[config.mk]
export PLATFORM = sky130hd
export DESIGN_NAME = pll_lock_sequencer
export DESIGN_NICKNAME = d
export VERILOG_FILES = /design/src/rtl/pll_lock_sequencer_pkg.sv /design/src/rtl/pll_lock_sequencer_lock_qualifier.sv /design/src/rtl/pll_lock_sequencer.sv
export SDC_FILE = /design/constraint.sdc
export NUM_CORES = 1
export LEC_CHECK = 0
export BUFFER_PORTS_ARGS = -buffer_cell sky130_fd_sc_hd__buf_2
export CORE_UTILIZATION = 60
export CTS_CLUSTER_DIAMETER = 150
export DETAILED_ROUTE_END_ITERATION = 10
export GPL_TIMING_DRIVEN = 0
export HOLD_SLACK_MARGIN = 0.05
export PLACE_DENSITY = 0.88
export SKIP_LAST_GASP = 1
export SYNTH_ARGS = -nofsm -noshare
export SYNTH_HDL_FRONTEND = slang
export SYNTH_SLANG_ARGS = --single-unit
[constraint.sdc]
create_clock -name i_clk_in -period 3.05 [get_ports i_clk_in]
set_input_delay 0.1525 -clock i_clk_in [delete_from_list [all_inputs] [get_ports i_clk_in]]
set_output_delay 0.1525 -clock i_clk_in [all_outputs]
set_load 0.1 [all_outputs]
[src/rtl/pll_lock_sequencer_pkg.sv]
// Shared types and sizing helpers for the PLL lock sequencer.
package pll_lock_sequencer_pkg;

   localparam int DIV_W_DEF = 3;

   typedef enum logic [2:0] {
      ST_GATE,
      ST_PROGRAM,
      ST_WAIT_LOCK,
      ST_RUN,
      ST_ERROR
   } state_t;

   // Width of a counter that must hold values 0..n; never narrower than 1 bit.
   function automatic int cnt_w(input int n);
      return (n < 1) ? 1 : $clog2(n + 1);
   endfunction

endpackage

[src/rtl/pll_lock_sequencer_lock_qualifier.sv]
// Lock qualification: consecutive-locked stable counter and per-attempt timeout counter.
module pll_lock_sequencer_lock_qualifier
   import pll_lock_sequencer_pkg::*;
#(
   parameter int STABLE_CYC  = 8,
   parameter int TIMEOUT_CYC = 64
) (
   input  logic i_clk,
   input  logic i_rst,
   input  logic i_clear,
   input  logic i_enable,
   input  logic i_pll_locked,
   output logic o_stable_hit,
   output logic o_timeout_hit
);

   localparam int SW = cnt_w(STABLE_CYC);
   localparam int TW = cnt_w(TIMEOUT_CYC);

   logic [SW-1:0] r_stable;
   logic [TW-1:0] r_tmo;

   always_ff @(posedge i_clk) begin
      if (i_rst || i_clear) begin
         r_stable <= '0;
         r_tmo    <= '0;
      end else if (i_enable) begin
         r_stable <= i_pll_locked ? r_stable + SW'(1) : '0;
         r_tmo    <= r_tmo + TW'(1);
      end
   end

   // Hits fire on the cycle that completes the count, so the FSM moves on that same edge.
   assign o_stable_hit  = i_enable & i_pll_locked & (r_stable == SW'(STABLE_CYC - 1));
   assign o_timeout_hit = i_enable & (r_tmo == TW'(TIMEOUT_CYC - 1));

endmodule

[src/rtl/pll_lock_sequencer.sv]
// Sequences pll_core reconfiguration: gate output, program divisor, qualify lock, re-enable.
module pll_lock_sequencer
   import pll_lock_sequencer_pkg::*;
#(
   parameter int               DIV_W       = DIV_W_DEF,
   parameter logic [DIV_W-1:0] DEFAULT_DIV = DIV_W'(1),
   parameter int               GATE_CYC    = 4,
   parameter int               STABLE_CYC  = 8,
   parameter int               TIMEOUT_CYC = 64,
   parameter int               MAX_RETRY   = 2
) (
   input  logic             i_clk_in,
   input  logic             i_rst,
   input  logic             i_req_valid,
   input  logic [DIV_W-1:0] i_req_div,
   output logic             o_req_ready,
   output logic             o_req_err,
   input  logic             i_pll_locked,
   output logic [DIV_W-1:0] o_div_num,
   output logic             o_clk_out_enable,
   output logic             o_lock_ok,
   output logic             o_err_timeout,
   output logic [7:0]       o_loss_cnt
);

   localparam int GW = cnt_w(GATE_CYC);
   localparam int RW = cnt_w(MAX_RETRY);

   state_t           r_state, w_state_nxt;
   logic [GW-1:0]    r_gate_cnt, w_gate_cnt_nxt;
   logic [RW-1:0]    r_retry, w_retry_nxt;
   logic [DIV_W-1:0] r_target, w_target_nxt;
   logic [DIV_W-1:0] r_div_num, w_div_nxt;
   logic [7:0]       r_loss_cnt, w_loss_nxt;
   logic             r_err_to, w_err_nxt;
   logic             r_req_err, w_req_err_nxt;
   logic             r_clk_en, r_lock_ok, r_req_ready;
   logic             w_stable_hit, w_timeout_hit, w_accept;

   pll_lock_sequencer_lock_qualifier #(
      .STABLE_CYC (STABLE_CYC),
      .TIMEOUT_CYC(TIMEOUT_CYC)
   ) u_qual (
      .i_clk        (i_clk_in),
      .i_rst        (i_rst),
      .i_clear      (r_state == ST_PROGRAM),
      .i_enable     (r_state == ST_WAIT_LOCK),
      .i_pll_locked (i_pll_locked),
      .o_stable_hit (w_stable_hit),
      .o_timeout_hit(w_timeout_hit)
   );

   assign w_accept = i_req_valid & r_req_ready;

   always_comb begin
      w_state_nxt    = r_state;
      w_gate_cnt_nxt = '0;
      w_retry_nxt    = r_retry;
      w_target_nxt   = r_target;
      w_div_nxt      = r_div_num;
      w_loss_nxt     = r_loss_cnt;
      w_err_nxt      = r_err_to;
      w_req_err_nxt  = 1'b0;
      case (r_state)
         ST_GATE: begin
            if (r_gate_cnt == GW'(GATE_CYC - 1)) w_state_nxt = ST_PROGRAM;
            else w_gate_cnt_nxt = r_gate_cnt + GW'(1);
         end
         ST_PROGRAM: begin
            w_div_nxt   = r_target;
            w_state_nxt = ST_WAIT_LOCK;
         end
         ST_WAIT_LOCK: begin
            if (w_stable_hit) begin
               w_state_nxt = ST_RUN;
            end else if (w_timeout_hit) begin
               if (r_retry < RW'(MAX_RETRY)) begin
                  w_retry_nxt = r_retry + RW'(1);
                  w_state_nxt = ST_GATE;
               end else begin
                  w_err_nxt   = 1'b1;
                  w_state_nxt = ST_ERROR;
               end
            end
         end
         ST_RUN: begin
            w_retry_nxt = '0;
            if (!i_pll_locked) begin
               if (r_loss_cnt != 8'hFF) w_loss_nxt = r_loss_cnt + 8'd1;
               w_state_nxt = ST_GATE;
            end
            if (w_accept) begin
               if (i_req_div == '0) begin
                  w_req_err_nxt = 1'b1;
               end else begin
                  w_target_nxt = i_req_div;
                  w_err_nxt    = 1'b0;
                  // Re-requesting the running divisor is a no-op unless lock was just lost.
                  if (i_req_div != r_div_num) w_state_nxt = ST_GATE;
               end
            end
         end
         ST_ERROR: begin
            if (w_accept) begin
               if (i_req_div == '0) begin
                  w_req_err_nxt = 1'b1;
               end else begin
                  w_target_nxt = i_req_div;
                  w_retry_nxt  = '0;
                  w_err_nxt    = 1'b0;
                  w_state_nxt  = ST_GATE;
               end
            end
         end
         default: w_state_nxt = ST_GATE;
      endcase
   end

   // Outputs are registered from the next state so they line up with the state they describe.
   always_ff @(posedge i_clk_in) begin
      if (i_rst) begin
         r_state     <= ST_GATE;
         r_gate_cnt  <= '0;
         r_retry     <= '0;
         r_target    <= DEFAULT_DIV;
         r_div_num   <= DEFAULT_DIV;
         r_loss_cnt  <= '0;
         r_err_to    <= 1'b0;
         r_req_err   <= 1'b0;
         r_clk_en    <= 1'b0;
         r_lock_ok   <= 1'b0;
         r_req_ready <= 1'b0;
      end else begin
         r_state     <= w_state_nxt;
         r_gate_cnt  <= w_gate_cnt_nxt;
         r_retry     <= w_retry_nxt;
         r_target    <= w_target_nxt;
         r_div_num   <= w_div_nxt;
         r_loss_cnt  <= w_loss_nxt;
         r_err_to    <= w_err_nxt;
         r_req_err   <= w_req_err_nxt;
         r_clk_en    <= (w_state_nxt == ST_RUN);
         r_lock_ok   <= (w_state_nxt == ST_RUN);
         r_req_ready <= (w_state_nxt == ST_RUN) || (w_state_nxt == ST_ERROR);
      end
   end

   assign o_req_ready      = r_req_ready;
   assign o_req_err        = r_req_err;
   assign o_div_num        = r_div_num;
   assign o_clk_out_enable = r_clk_en;
   assign o_lock_ok        = r_lock_ok;
   assign o_err_timeout    = r_err_to;
   assign o_loss_cnt       = r_loss_cnt;

endmodule

; Word-level counts from Yosys, hierarchy flattened
; Cells that the tools add are included.
[op_classes]
add_sub_neg = 5
n_lt_le_gt_ge = 1
n_eq_ne = 19
muxes = 25
n_bitwise = 9
n_reduce_logical = 13
[ops]
columns = operator, count
row1 = 2-to-1 mux 3 bit, 10
row2 = case mux 3 bit (5 select lines), 1
row3 = inequality test 2 bit (second input constant), 7
row4 = equality test 3 x 2 -> 1 bit (second input constant), 4
row5 = AND reduction 6 bit, 2
row6 = 2-to-1 mux 2 bit, 5
row7 = adder 8 x 1 -> 8 bit (second input constant), 1
row8 = inequality test 8 bit (second input constant), 1
row9 = adder 7 x 1 -> 7 bit (second input constant), 1
row10 = equality test 7 x 6 -> 1 bit (second input constant), 1
row11 = equality test 3 bit (second input constant), 2
row12 = zero test 3 bit, 2
row13 = 2-to-1 mux 1 bit, 6
row14 = case mux 2 bit (3 select lines), 1
row15 = AND reduction 3 bit, 2
row16 = OR reduction 3 bit, 2
row17 = NOT 1 bit, 5
row18 = adder 4 x 1 -> 4 bit (second input constant), 1
row19 = bitwise AND 1 bit, 4
row20 = equality test 4 x 3 -> 1 bit (second input constant), 1
row21 = 2-to-1 mux 4 bit, 1
row22 = adder 3 x 1 -> 3 bit (second input constant), 1
row23 = equality test 3 x 1 -> 1 bit (second input constant), 1
row24 = inequality test 3 bit, 1
row25 = other kinds (8), 9
[totals]
register_bits = 37
in_bits = 7
output_inout_bits = 16
word_cells = 84

; Longest topological paths before layout
[depth]
depth_word = 7
ltp_mapped = 6
depth_no_buf = 5

; Hierarchy
; A second synthesis with hierarchy kept.
[unflattened]
cells_unflattened = 195
hier_area_um2 = 1739.2
[modules_own_cells]
columns = module, n_inst, cells_per_inst, area_per_inst_um2, seq_area_each_um2
row1 = pll_lock_sequencer, 1, 139, 1237.4, 520.5
row2 = pll_lock_sequencer_lock_qualifier, 1, 56, 501.7, 220.2

; Worst setup path before layout
; OpenSTA, ideal clock, no wires.
[synth_timing]
kind = flip-flop to flip-flop
start = reg r_loss_cnt[0], in the netlist o_loss_cnt[0]
end = reg r_loss_cnt[1], in the netlist o_loss_cnt[1]
setup_ns = 0.128
t_arrival_ns = 2.047
t_required_ns = 2.922
slack_ns = 0.876
path_stages_with_launch = 6
path_buffers = 0
synth_period_minus_slack_ns = 2.174
path_cell_list = dfxtp_1 > ha_1 > nand3_1 > o21ai_0 > mux2i_1 > nor2_1
[synth_via]
elab_chain_len = 2
elab_cells_between_ends = 3
cone_classes = add/sub (1) / eq/ne (1) / reduce/logical (1)
[synth_rtl]
columns = element, line_no
row1 = "start, declared", pll_lock_sequencer.sv:34  ; logic [7:0] r_loss_cnt, w_loss_nxt;
row2 = "start signal, assigned", pll_lock_sequencer.sv:139  ; r_loss_cnt <= w_loss_nxt;
row3 = "parallel branches: the longest is 2 deep, another holds adder 8 x 1 -> 8 bit", n/a
; Parallel ways; which one is timed is not known.
; A chain may end at the register's enable or synchronous reset.

; Worst setup path after layout
[layout_timing]
start = reg u_qual.r_tmo[0]
end = reg r_retry[0]
[layout_via]
elab_chain_len = 4
[layout_rtl]
columns = element, line_no
row1 = "start, declared", pll_lock_sequencer_lock_qualifier.sv:21  ; logic [TW-1:0] r_tmo;
row2 = "start signal, assigned", pll_lock_sequencer_lock_qualifier.sv:29  ; r_tmo <= r_tmo + TW'(1);
row3 = equality test 7 x 6 -> 1 bit, pll_lock_sequencer_lock_qualifier.sv:35  ; assign o_timeout_hit = i_enable & (r_tmo == TW'(TIMEOUT_CYC - 1));
row4 = bitwise AND 1 bit, pll_lock_sequencer_lock_qualifier.sv:35
row5 = inequality test 2 bit (no line), n/a
row6 = AND reduction 6 bit (no line), n/a
row7 = "end signal, assigned", pll_lock_sequencer.sv:136  ; r_retry <= w_retry_nxt;
row8 = "end, declared", pll_lock_sequencer.sv:31  ; logic [RW-1:0] r_retry, w_retry_nxt;
; No other way between the ends.

==> impl_results.rst <==
.. list-table::
   :header-rows: 1

   * - Metric
     - Value
   * - Slew at the pin closest to its max-slew limit
     - around 1.0 ns
   * - Arr. time, crit path
     - between 2 and 2.5 ns
   * - CP Class
     - flop to flop
   * - Net total in the final layout
     - between 200 and 250
   * - Layout cell share with drive strength beyond 1
     - between 10% and 20%
   * - Worst relative slew slack
     - a little under a third
   * - Netlist area before placement
     - approximately 1700 µm²
   * - Ratio of total power to cell area
     - about 450 nW/µm²
   * - Non-filler cells in the finished layout
     - 249
   * - Depth of the CTS H-tree
     - 2
   * - Cell count after placement
     - 240
   * - Quantity of gates resized following cts
     - 0
   * - Buffers inserted during post-CTS setup optimization
     - 0
   * - Average cell area after synthesis
     - approximately 9.1 µm²
   * - Count of final setup violators
     - 0
   * - Vias per std cell
     - ~5.7
   * - Final critical-path share of the clock period
     - between 60% and 70%
   * - Routed via count
     - 1422
   * - Pins Over Slew Limit
     - 0
   * - Startpoint kind of the worst setup timing path
     - flop
   * - Pre-antenna DRT Iters
     - 5
   * - Max rail drop VDD
     - 467 µV
   * - Horiz. Die Dim
     - 55.4 µm
   * - Die area
     - 3070 µm²
   * - P_leak
     - 0.792 nW
   * - Unique masters post-synth
     - 47
   * - Num Clock Sinks
     - 37
   * - P&R area growth vs syn
     - 12.5%
   * - I/O pin count
     - 23
   * - Wire length on met3
     - about 130 µm
   * - Global router's overall resource usage
     - 23.9%
   * - Worst Setup Slack, final
     - 0.995 ns
   * - Number of violations reported at the end of detailed-routing iteration 0
     - 57
   * - CTS Buf Count
     - 5
   * - Half-perimeter wire length after detailed placement
     - roughly 2500 µm
   * - Worst min-delay path class
     - input port to flop
   * - Final wirelength
     - ~3400 µm
   * - Pre-CTS setup slack
     - approximately 1.1 ns
   * - Die height
     - 55.4 µm
   * - Antenna-violating nets left
     - 0
   * - Top Metal Used
     - met4
   * - Number of port buffers
     - 21
   * - Met1 Wirelength
     - between 1500 and 2000 µm
   * - Global-route congestion overflow total
     - 0
   * - Routed wl met2
     - between 1500 and 2000 µm
   * - Sequential share of the synthesized area
     - 43.2%
   * - Clock edge transition at the registers on the reported setup and hold paths
     - 0.13 ns
   * - Setup TNS
     - 0 ns
   * - Area of the core
     - ~2700 µm²
   * - Area post-placement
     - roughly 1900 µm²
   * - Wire length per cell after detailed routing
     - 13.8 µm
   * - Synthesized instance count
     - roughly 190
   * - CP max FO
     - 6
   * - ANT cells
     - 0
   * - Post-Layout Inst Area
     - 1930 µm²
   * - Number of cell rows
     - 19
   * - Maximum number of pins on one net before global-route repair
     - 14
   * - Root buffer selected by CTS
     - sky130_fd_sc_hd__clkbuf_4
   * - Number of maximum-capacitance violations
     - 0
   * - Final weighted congestion in routability-driven placement
     - a little over 0.8
   * - Highest Clock Rate
     - slightly below 500 MHz
   * - Required time worst endpoint
     - between 3 and 4 ns
   * - Detailed-route DRC error count
     - 0
   * - Clock skew
     - between 0.015 and 0.02 ns
   * - Final Hold Viols
     - 0
   * - Maximum count of clock buffers along a single path
     - 2
   * - Count of filler cells inserted in the layout
     - around 230
   * - Post-Syn Nets
     - 200
   * - Clock latency on the worst-skew pair
     - between 0.3 and 0.4 ns
   * - Minimum clock period
     - about 2.1 ns
   * - Clock tree from TritonCTS
     - built
   * - Initial cell density of the core
     - 62.7%
   * - Sort of element at the end of the critical path
     - flop
   * - Global-route wire length before repair
     - 5780 µm
   * - Total power consumption of the routed design
     - ~0.00086 W
   * - Number of antenna violations at the first check in global routing
     - 0
   * - RSZ-0062 raised after global routing
     - no
   * - Run status
     - finished clean
   * - Yosys warning total
     - 0
   * - Count of state elements after synthesis
     - 37
   * - Vias in the first global route
     - 1433
-- synth_stat cells, drive strengths merged --
master | number | area, µm²
dfxtp | 37 | 741
nor2 | 26 | 97.6
nand2 | 15 | 56.3
xor2 | 12 | 105
a21oi | 9 | 48.8
inv | 6 | 22.5
ha | 5 | 62.6
mux2i | 5 | 50.1
nand3 | 5 | 25.0
nor4 | 5 | 37.5
or3 | 5 | 31.3
buf | 4 | 35.0
clkbuf | 4 | 16.3
nand4 | 4 | 25.0
o21ai | 4 | 20.0
nor2b | 3 | 18.8
nor3b | 3 | 27.5
o21bai | 3 | 22.5
xnor2 | 3 | 26.3
a31oi | 2 | 12.5
and3 | 2 | 12.5
nand2b | 2 | 12.5
nand4b | 2 | 17.5
nor3 | 2 | 10.0
o2111ai | 2 | 17.5
o211ai | 2 | 15.0
o311a | 2 | 20.0
a211o | 1 | 8.76
a211oi | 1 | 7.51
a21o | 1 | 7.51
and2 | 1 | 6.26
and3b | 1 | 8.76
and4b | 1 | 10.0
and4bb | 1 | 12.5
nor4bb | 1 | 10.0
o21a | 1 | 7.51
o21ba | 1 | 10.0
o41ai | 1 | 8.76
or2 | 1 | 6.26
or3b | 1 | 11.3
or4 | 1 | 11.3
-- final timing paths --
check | from | to | slack [ns] | cells after the start
setup reg to reg | u_qual.r_tmo[0] | r_retry[0] | 1.0 | 5
hold / removal | i_req_div[1] | r_target[1] | 0.1 | 3
hold reg to reg | r_gate_cnt[0] | r_gate_cnt[0] | 0.43 | 1
setup / recovery | u_qual.r_tmo[0] | r_retry[0] | 1.0 | 5
-- registers in the layout (all words and copies together), names as in the netlist, 2 cells and up --
register	cells
u_qual.r_tmo	7
o_loss_cnt	8
u_qual.r_stable	4
r_state	3
r_retry	2
r_target	3
r_gate_cnt	3
o_div_num	3
-- worst max-delay path, cell delays in order, from the launching register on --
cell                       delay [ns]
sky130_fd_sc_hd__dfxtp_1         0.41
sky130_fd_sc_hd__ha_1            0.19
sky130_fd_sc_hd__nand2_1         0.09
sky130_fd_sc_hd__nor4_1          0.78
sky130_fd_sc_hd__nor4bb_1        0.41
sky130_fd_sc_hd__o41ai_1         0.09
-- cell families (layout without fill, tap and decap cells) --
family / after synthesis / count (layout) / synth area share (%)
buffers and inverters: 14 / 44 / 4.31
adders and majority gates: 5 / 5 / 3.65
DFF: 37 / 37 / 43.2
and+or+nand+nor: 82 / 82 / 26.1
xor gates and xnor gates: 15 / 15 / 7.67
muxes: 5 / 5 / 2.92
AOI/OAI and AO/OA: 30 / 30 / 12.1
-- power breakdown --
group,total (W),switching [W],internal (W)
Clock,0.000268,0.000176,0.0000912
Sequential,0.000505,0.00000877,0.000496
Combinational,0.0000853,0.0000543,0.0000311
Total,0.000858,0.000240,0.000619
-- layout make-up --
type / instances / area [µm²] / area share (%)
clock inverters: 3 / 22.5 / 1.17
flip-flops and latches: 37 / 741 / 38.4
repair buffers: 22 / 115 / 5.97
clock buffers: 5 / 37.5 / 1.95
plain buffers: 8 / 51.3 / 2.66
well taps: 31 / 38.8 / 2.01
inverters: 6 / 22.5 / 1.17
multi-input cells: 137 / 898 / 46.6
-- cells in the final DEF, fill, tap and decap left out, types with 3 or more instances in the layout --
cell type and count:
sky130_fd_sc_hd__or3_1 5, sky130_fd_sc_hd__inv_1 6, sky130_fd_sc_hd__nor4_1 4, sky130_fd_sc_hd__clkbuf_4 5, sky130_fd_sc_hd__xnor2_1 3, sky130_fd_sc_hd__ha_1 5
sky130_fd_sc_hd__nor2b_1 3, sky130_fd_sc_hd__clkbuf_1 3, sky130_fd_sc_hd__o21ai_0 4, sky130_fd_sc_hd__buf_2 22, sky130_fd_sc_hd__dfxtp_1 37, sky130_fd_sc_hd__a21oi_1 8
sky130_fd_sc_hd__o21bai_1 3, sky130_fd_sc_hd__nand2_1 15, sky130_fd_sc_hd__mux2i_1 5, sky130_fd_sc_hd__nand3_1 5, sky130_fd_sc_hd__xor2_1 12, sky130_fd_sc_hd__nor2_1 26
sky130_fd_sc_hd__nand4_1 4
-- timing repair --
action                     CTS  global route
hold buffers                 1             0
hold endpoints to repair     1             0
setup endpoints to repair    0             0
-- layer usage --
metal | vias to the layer above | GRT usage, %
met4 | 0 | 15.4
li1 | 722 | -
met2 | 27 | 41.8
met3 | 7 | 6.56
met5 | - | 0
met1 | 666 | 25.1
-- stage by stage --
step / hold slack, ns / util, %
after global routing: 0.118 / 70.5
after global placement: 0.408 / 67.9
after CTS: 0.0934 / 70.5
after detailed placement: 0.414 / 67.9
after floorplan: 0.287 / -
final: 0.0956 / 70.5
Power figures use the tool's default switching activity.
